<file path="config.mk">
export PLATFORM = sky130hd
export DESIGN_NAME = task_ingress_arbiter
export DESIGN_NICKNAME = d
export VERILOG_FILES = /design/src/rtl/task_ingress_arbiter_pkg.sv /design/src/rtl/task_ingress_arbiter_rr_arbiter.sv /design/src/rtl/task_ingress_arbiter.sv
export SDC_FILE = /design/constraint.sdc
export NUM_CORES = 1
export LEC_CHECK = 0
export CAP_MARGIN = 25
export CORE_ASPECT_RATIO = 0.8
export CORE_MARGIN = 4
export CORE_UTILIZATION = 37
export CTS_CLUSTER_DIAMETER = 80
export CTS_CLUSTER_SIZE = 24
export DETAILED_ROUTE_END_ITERATION = 6
export HOLD_SLACK_MARGIN = 0.1
export PLACE_DENSITY = 0.82
export SLEW_MARGIN = 0
export SYNTH_ARGS = -nofsm -noshare
export SYNTH_HDL_FRONTEND = slang
export SYNTH_SLANG_ARGS = --single-unit
</file>
<file path="constraint.sdc">
create_clock -name clk -period 6.3 [get_ports clk]
set_input_delay 0.945 -clock clk [delete_from_list [all_inputs] [get_ports clk]]
set_output_delay 0.945 -clock clk [all_outputs]
set_load 0.01 [all_outputs]
</file>
<file path="src/rtl/task_ingress_arbiter_pkg.sv">
// rtl/task_ingress_arbiter_pkg.sv - shared FSM encoding and width helper for the ingress arbiter
package task_ingress_arbiter_pkg;

  typedef enum logic [1:0] {
    ST_RUN    = 2'd0,
    ST_HOLD   = 2'd1,
    ST_RESUME = 2'd2
  } state_t;

  // Bits needed to index `value` distinct items (value >= 2).
  function automatic int clog2(input int value);
    int r;
    int v;
    r = 0;
    v = value - 1;
    while (v > 0) begin
      r++;
      v = v >> 1;
    end
    return r;
  endfunction

endpackage

</file>
<file path="src/rtl/task_ingress_arbiter_rr_arbiter.sv">
// rtl/task_ingress_arbiter_rr_arbiter.sv - combinational round-robin picker (rotate, priority-encode, un-rotate)
module rr_arbiter
  import task_ingress_arbiter_pkg::*;
#(
  parameter int N  = 4,
  parameter int IW = clog2(N)
) (
  input  logic [N-1:0]  req,
  input  logic [IW-1:0] ptr,
  input  logic          en,
  output logic [N-1:0]  gnt,
  output logic [IW-1:0] gnt_idx
);

  function automatic logic [IW-1:0] wrap_add(input logic [IW-1:0] a, input int b);
    int s;
    s = int'(a) + b;
    if (s >= N) s = s - N;
    return IW'(s);
  endfunction

  logic [N-1:0]  rot;
  logic [IW-1:0] pe;
  logic          hit;

  always_comb begin
    rot     = '0;
    pe      = '0;
    hit     = 1'b0;
    gnt     = '0;
    gnt_idx = '0;
    for (int k = 0; k < N; k++) begin
      rot[k] = req[wrap_add(ptr, k)];
    end
    // Descending scan so the lowest rotated position (closest to ptr) wins.
    for (int k = N - 1; k >= 0; k--) begin
      if (rot[k]) begin
        pe  = IW'(k);
        hit = 1'b1;
      end
    end
    gnt_idx = wrap_add(ptr, int'(pe));
    if (en && hit) gnt[gnt_idx] = 1'b1;
  end

endmodule

</file>
<file path="src/rtl/task_ingress_arbiter.sv">
// rtl/task_ingress_arbiter.sv - credit-gated round-robin sharing of the scheduler task-insertion port
module task_ingress_arbiter
  import task_ingress_arbiter_pkg::*;
#(
  parameter int W    = 42,
  parameter int R_Q  = 64,
  parameter int NREQ = 4
) (
  input  logic                          clk,
  input  logic                          rst,
  input  logic [NREQ-1:0]               req_valid,
  input  logic [(W-1)*NREQ-1:0]         req_task,
  output logic [NREQ-1:0]               req_ready,
  input  logic                          repair_period,
  input  logic                          credit_ret,
  output logic                          wr,
  output logic [W-2:0]                  task_out,
  output logic [clog2(NREQ)-1:0]        grant_id,
  output logic [clog2(R_Q+1)-1:0]       credits,
  output logic [1:0]                    state_o,
  output logic                          ovf_err
);

  localparam int TW = W - 1;
  localparam int IW = clog2(NREQ);
  localparam int CW = clog2(R_Q + 1);

  state_t          state;
  state_t          state_nxt;
  logic [IW-1:0]   ptr;
  logic [IW-1:0]   win_idx;
  logic [NREQ-1:0] gnt;
  logic            grant_en;
  logic            granted;
  logic [TW-1:0]   win_task;

  // A credit returned this cycle is not spendable until the next one.
  assign grant_en = !rst && (state == ST_RUN) && !repair_period && (credits != '0);

  rr_arbiter #(.N(NREQ), .IW(IW)) u_rr (
    .req     (req_valid),
    .ptr     (ptr),
    .en      (grant_en),
    .gnt     (gnt),
    .gnt_idx (win_idx)
  );

  assign req_ready = gnt;
  assign granted   = |gnt;
  assign state_o   = state;

  always_comb begin
    win_task = '0;
    for (int i = 0; i < NREQ; i++) begin
      if (gnt[i]) win_task = req_task[i*TW +: TW];
    end
  end

  always_comb begin
    state_nxt = state;
    case (state)
      ST_RUN:    if (repair_period) state_nxt = ST_HOLD;
      ST_HOLD:   if (!repair_period) state_nxt = ST_RESUME;
      ST_RESUME: state_nxt = repair_period ? ST_HOLD : ST_RUN;
      default:   state_nxt = ST_RUN;
    endcase
  end

  always_ff @(posedge clk) begin
    if (rst) begin
      state    <= ST_RUN;
      ptr      <= '0;
      wr       <= 1'b0;
      task_out <= '0;
      grant_id <= '0;
      credits  <= CW'(R_Q);
      ovf_err  <= 1'b0;
    end else begin
      state <= state_nxt;
      wr    <= granted;
      if (granted) begin
        task_out <= win_task;
        grant_id <= win_idx;
        ptr      <= (win_idx == IW'(NREQ - 1)) ? '0 : win_idx + IW'(1);
      end
      if (granted && !credit_ret) begin
        credits <= credits - CW'(1);
      end else if (!granted && credit_ret) begin
        if (credits == CW'(R_Q)) ovf_err <= 1'b1;
        else                     credits <= credits + CW'(1);
      end
    end
  end

endmodule

</file>
==> qor.csv <==
metric,value,unit
Mean Syn Cell Area,10.01,sq um
DR WL/cell,19.31,um
"Cell Area, Placed",5931,sq um
fin crit share,0.9494,
dpl hpwl,10420,um
vias in the first global route,4054,
vias per inst,5.736,
Yosys reg bits,56,
Worst-Margin Slew,0.7702,ns
number of H-tree levels,2,
commonest cells in the netlist,"56 x dfxtp_1, 42 x a22o_1, 42 x mux2_2",
largest net degree at the start of global routing,42,
global route overflow,0,
CP Class,input port to register,
first-pass GRT wire length,19930,um
DR DRC count,0,
relative slew slack,0.4865,
DRT Pass-1 Iters,7,
"count leader, synth",dfxtp_1,
Chip Height,95.28,um
area share of the largest cell type after synthesis,0.3182,
initial antenna violation count,0,
Hold Crit Class,register to register,
DP Worst Slack,-0.1041,ns
Placer Congestion,0.8406,
Max-Cap Viols,0,
Static Leakage,2.259,nW
Fmax,167.2,MHz
buffers added on ports,229,
Top-Level Pins,230,
"FFs w/ async S/R, synth",0,
Period minus WS final,5.982,ns
Syn Inst Count,352,
"Primary FF master, synth",dfxtp_1,
CP max FO,9,
Sequential Area,1121,sq um
"Setup violations, final",0,
Area Overhead vs Synth,72.66,%
Power Dens Cells,265.3,nW/um^2
Slew Limit Fails,0,
share of cells above drive strength 1,0.1796,
clk_lat worst skew,0.29,ns
Fill cells,722,
Syn Nets,531,
status,"finished, final reports clean",
Ys Warns,0,
number of synthesized flops with an enable pin,0,
crit start category,input port,
Final Hold Fails,0,
Vias,3918,
"Reg clk slew, reported paths",0.07,ns
"Arr. time, crit path",6.20,ns
clock skew,0.004819,ns
Final nets,747,
largest cells by area after synthesis,"dfxtp_1 32%, mux2_2 13%, a22o_1 10%, a221o_2 8.3%, a221o_1 4.3%",
final cell count without fillers,683,
Initial Util,0.3849,
clock tree from TritonCTS,built,
CP Capture Type,register,
Final ANT Viol Nets,0,
setup ws final,0.3185,ns
core area,9154,sq um
Core Rows,31,
routed wire length,13190,um
Design Power,1.614,mW
Max VDD drop,0.1208,mV
full die area,11160,sq um
Iter 0 DRT Violations,270,
Netlist cell types,52,
Final Cell Area,6083,sq um
Total GRT Usage,0.2227,
die width,117.1,um
CTS root buf,clkbuf_16,
post-synthesis sequential area ratio,0.3182,
CTS Buf Count,5,
area of the multi-input gates,2230,sq um
Sinks on Clock Net,56,
Synth area leader,dfxtp_1,
area of the mapped netlist,3523,sq um
Placed Cells,676,
Max clock buf depth,2,
CP required,6.52,ns
Antenna Cells,0,
==> stage by stage <==
stage                 util  hold WS [ns]  TNS [ns]
floorplan                -        0.5076         0
global placement    0.6479        0.4598         0
detailed placement  0.6479        0.4603   -0.1951
CTS                 0.6629        0.4768         0
global route        0.6646        0.5065  -0.04594
finish              0.6646        0.4729         0
==> worst paths after layout <==
check | from | to | slack [ns] | cells past startpoint
setup / recovery | req_valid[3] | credits[3] | 0.32 | 21
hold / removal | ovf_err | ovf_err | 0.47 | 2
setup reg to reg | ptr[0] | credits[3] | 1.04 | 19
hold reg to reg | ovf_err | ovf_err | 0.47 | 2
==> kinds of logic (layout without fill, tap and decap cells) <==
group / count (synthesis) / in the layout / synth area share
AO/OA/AOI/OAI: 130 / 130 / 0.3278
AND/OR/NAND/NOR: 67 / 67 / 0.1151
flip-flops: 56 / 56 / 0.3182
multiplexers: 46 / 46 / 0.1456
buffers and inverters: 42 / 258 / 0.05859
adder cells (fa/ha/maj): 7 / 7 / 0.02486
XOR/XNOR: 4 / 4 / 0.009945
==> registers in the layout, indices dropped and copies added, names as in the netlist <==
name / flops
ptr: 2
task_out: 41
credits: 7
ovf_err: 1
state_o: 2
grant_id: 2
wr: 1
==> repair_timing <==
item                                    in CTS  in global routing
endpoints found under the setup margin       0                  4
hold buffers                                 0                  0
gates resized for setup                      0                  4
buffers inserted                             0                  0
==> per-layer routing <==
layer | share of wire | GRT usage | vias up
met5 | 0 | 0 | -
met4 | 0.020 | 0.05826 | 0
met3 | 0.085 | 0.05774 | 18
met2 | 0.50 | 0.4077 | 181
met1 | 0.39 | 0.2566 | 1869
li1 | - | - | 1850
==> report_power, final <==
part	internal (mW)	total, mW	switching [mW]
registers	0.453	0.518	0.0644
clock network	0.145	0.271	0.126
logic	0.495	0.825	0.330
total	1.09	1.61	0.521
==> final cells by class <==
type,instances,share of cell area
Clock buffer,5,0.02057
Clock inverter,2,0.002057
Inverter,9,0.005553
Multi-Input combinational cell,254,0.3665
Sequential cell,56,0.1843
Tap cell,115,0.02365
Timing Repair Buffer,242,0.3974
==> placed cells by master, fill, tap and decap left out, drive strengths merged, types with 3 or more instances in the layout <==
master	instances
mux2i	4
a21oi	9
or3	6
clkbuf	5
a31oi	8
dfxtp	56
nor2	14
a211oi	4
mux2	42
buf	13
a22o	42
o21ai	10
inv	9
nor4	4
nor2b	3
a221o	41
ha	7
and3	4
and2	3
nor3	8
a211o	3
nand2	5
clkdlybuf4s50	228
nand3	3
==> worst max-delay path, cell delays in order <==
cell and delay [ns]:
clkdlybuf4s50_1 0.58, nor2_1 0.09, or4_1 0.41, o2111ai_1 0.10, ha_2 0.28, inv_1 0.10, nor4_2 0.34, a211o_1 0.21
inv_1 0.12, ha_1 0.32, or4bb_1 0.52, a31oi_1 0.19, a211oi_2 0.11, and2_1 0.24, ha_1 0.30, and3_1 0.24
a2111oi_1 0.41, buf_4 0.19, xnor2_1 0.06, or3_1 0.30, a21oi_1 0.14
Power figures use the tool's default switching activity.
==> RTL change 1, RTL diff (config.mk and constraints unchanged) <==
Reset style: asynchronous (`rst`), changed in one clocked block.
--- a/src/rtl/task_ingress_arbiter.sv
+++ b/src/rtl/task_ingress_arbiter.sv
@@ -68,3 +68,3 @@
 
-  always_ff @(posedge clk) begin
+  always_ff @(posedge clk or posedge rst) begin
     if (rst) begin
Formal check against the unedited RTL: differs if rst is asserted again (counterexample within 4 cycles, from zero or initial values and one cycle with rst high); with rst held inactive, the same outputs for 10 cycles.
==> RTL change 1 against the original RTL <==
Hold slack improved by 0.0051 ns; sequential cell count unchanged; routed wire length increased by 16%; cell count increased by 30%; design area increased by 17%; setup slack improved by 0.47 ns; synthesized area increased by 31%; total power increased by 73%.
==> RTL change 1: results (changes against the original RTL) <==
* Nets at 896 (+20%)
* Cell Area, Placed at 6950 sq um (+17%)
* CP arrival at 5.74 ns (-0.46 ns)
* Sum of routed wire length over all layers at 15.4 mm (+16%)
* HP Start: ovf_err
* Syn_nets at 704 (+33%)
* Clk pwr share at 9.9% (-6.9 points)
* Hold_ws at 0.478 ns (+0.00507 ns)
* Vias in the first global route at 4858 (+20%)
* Synth top area cells: dfrtp_1, a211oi_2, o21ai_0, mux2i_1, nor3b_1
* Worst vdd ir at 0.182 mV (+51%)
* Synth Area in Compound Gates at 31.4% (-1.3 points)
* Mux contribution to synthesized area at 9.89% (-4.7 points)
* Cell family with most CP delay: compound AO/OA/AOI/OAI gates
* First-pass GRT wire length at 23.9 mm (+20%)
* RePlAce Congestion at 0.853 (+1.5%)
* Clock-net power at 277 uW (+2%)
* Pint at 1.58 mW (+44%)
* M1 GR Usage at 25.4% (-0.28 points)
* Hold EP: ovf_err
* DP Worst Slack at 0.554 ns (+0.658 ns)
* R2R Path End: credits[6]
* Vias at 4781 (+22%)
* Final non-filler cell total at 888 (+30%)
* Status: completed
* R2R Setup Slk at 1.42 ns (+0.38 ns)
RTL change 1: cell count changes after synthesis, sizes merged, moves of 37 or more:
| cell | before | now |
|---|---|---|
| a22o | 42 | 0 |
| nor3b | 2 | 42 |
| a21oi | 9 | 46 |
| nor2b | 3 | 44 |
| mux2i | 4 | 43 |
| dfxtp | 56 | 0 |
| dfrtp | 0 | 55 |
| a221o | 41 | 0 |
| o21ai | 10 | 87 |
| a211oi | 4 | 41 |
| mux2 | 42 | 2 |
RTL change 1: layer usage:
metal  routed length, um  vias up  share of wire (%)
met4                 293        0                1.9
met5                   0        -                  0
li1                    -     2302                  -
met2                7680      187                 50
met3                 941       24                6.1
met1                6440     2268                 42
RTL change 1: cell type report:
class	instances	area [sq um]	share of cell area [%]
repair buffers	237	2350	33.2
clock buffers	7	133	1.87
well taps	171	214	3.02
inverters	11	41.3	0.583
clock inverters	1	5.00	0.0706
multi-input cells	405	2940	41.5
flip-flops and latches	56	1400	19.8
==> RTL change 2, RTL diff (same settings) <==
Without the edit above. `W`: 42 -> 50.
--- a/src/rtl/task_ingress_arbiter.sv
+++ b/src/rtl/task_ingress_arbiter.sv
@@ -4,3 +4,3 @@
 #(
-  parameter int W    = 42,
+  parameter int W    = 50,
   parameter int R_Q  = 64,
Interface: changed (resized req_task and task_out); port bits go from 230 to 270. The function was not compared with the original's and may differ.
==> RTL change 2 against the original RTL <==
Routed wire length is 63% higher; setup slack improved by 0.57 ns; synthesized area up 77%; sequential cell count up 8; clock power grew 79%; design area is 52% higher; hold slack worse by 0.010 ns; total power up 98%; global-route usage fell by 0.71 points; largest cell class is now multi-input combinational cells; largest power group unchanged.
==> RTL change 2: results (changes against the original RTL) <==
* Met2 WL at 10.2 mm (+54%)
* Nets at 1279 (+71%)
* Die area at 19000 sq um (+70%)
* Syn_nets at 1070 (+100%)
* Clk Tree Root Cell: clkbuf_16
* Clock transition at the registers of the reported paths at 0.05 ns (-0.02 ns)
* Worst vdd ir at 0.426 mV (+250%)
* CTS H-Tree Depth at 3 (+1)
* Number of vias per cell at 5.38 (-6.2%)
* Status: completed
* Slew headroom at 33.0% (-16 points)
* Commonest cells post-synth: nor2_1, nand2b_1, mux2i_1, dfxtp_1, nand2_1
* Clock-cell share at 2.99% (+0.73 points)
* Sequential fraction of the synthesis area at 20.6% (-11 points)
* First-pass iteration count of the detailed router at 5 (-2)
* Buffering overhead at 30.3% (-9.5 points)
* Post-Synth Adder-Cell Area at 1.41% (-1.1 points)
* Met2 Use GR at 36.8% (-3.9 points)
* Gr usage total at 21.6% (-0.71 points)
* Mean area per synthesized cell at 7.24 sq um (-28%)
* WL met1 at 9.53 mm (+83%)
* DP Worst Slack at 0.562 ns (+0.667 ns)
* P_leak at 3.93 nW (+74%)
* Fraction of final layout cells sized beyond drive strength 1 at 3.73% (-14 points)
* CTS Buf Count at 9 (+4)
* Netlist cell types at 49 (-5.8%)
* Synth Area in XOR/XNOR at 1.51% (+0.51 points)
* R2R Path End: credits[6]
* Clock buffers at 10 (+5)
* Register area at 1280 sq um (+14%)
* CP arrival at 5.62 ns (-0.58 ns)
* CP startpoint: req_valid[1]
* FMAX at 185 MHz (+11%)
* Synth Area in Compound Gates at 18.9% (-14 points)
* First-pass GRT wire length at 33.6 mm (+69%)
* Biggest regs: task_out (49), credits (7)
* Sum of routed wire length over all layers at 21.5 mm (+63%)
* Port Buffers at 269 (+17%)
* Cell Area, Placed at 8960 sq um (+51%)
* Non-clk invs at 7 (-2)
* Pin count of the biggest net entering global routing at 99 (+140%)
* M1 GR Usage at 28.0% (+2.3 points)
* Synth top area cells: dfxtp_1, mux2i_1, nand2b_1, nor2_1, a32o_1
* R2R depth at 20 (+1)
* R2R Setup Slk at 1.56 ns (+0.52 ns)
* Vias in the first global route at 6706 (+65%)
* Critical Path Max Stage Delay at 0.60 ns (+0.02 ns)
* Fillcell total at 1566 (+120%)
* Most common cell in the netlist: nor2_1
* Worst Skew at 0.00308 ns (-0.00174 ns)
* Wire length on met3 at 1.49 mm (+34%)
* Nonclk buf count at 283 (+17%)
* FFs & Latches at 64 (+14%)
* GR Util met3 at 4.55% (-1.2 points)
* Routed len/inst at 16.6 um (-14%)
* Crit Path Max Fanout at 49 (+40)
* RePlAce Congestion at 0.837 (-0.43%)
* Multi-input logic cell count at 703 (+180%)
==> RTL change 2: cell count changes after synthesis, sizes merged, moves of 25 or more <==
cell,unedited run,this run
a221o,41,0
a22o,42,0
a32o,1,49
buf,14,39
clkbuf,19,46
mux2,42,0
mux2i,4,100
nand2,5,60
nand2b,2,149
nor2,14,215
o2111ai,1,50
==> RTL change 2: where the power goes <==
| part | leakage, nW | internal [mW] | switching, mW |
|---|---|---|---|
| clock | 0.134 | 0.301 | 0.185 |
| combinational | 3.27 | 0.950 | 1.16 |
| sequential | 0.524 | 0.521 | 0.0781 |
==> RTL change 2: worst min path at each step <==
stage / slack (ns) / start / depth (start not counted) / to
2_1_floorplan: 0.48 / state_o[0] / 2 / state_o[1]
3_3_place_gp: 0.45 / task_out[8] / 1 / task_out[8]
3_5_place_dp: 0.45 / task_out[7] / 1 / task_out[7]
4_1_cts: 0.47 / task_out[7] / 1 / task_out[7]
5_1_grt: 0.47 / task_out[38] / 1 / task_out[38]
6_report: 0.46 / task_out[7] / 1 / task_out[7]
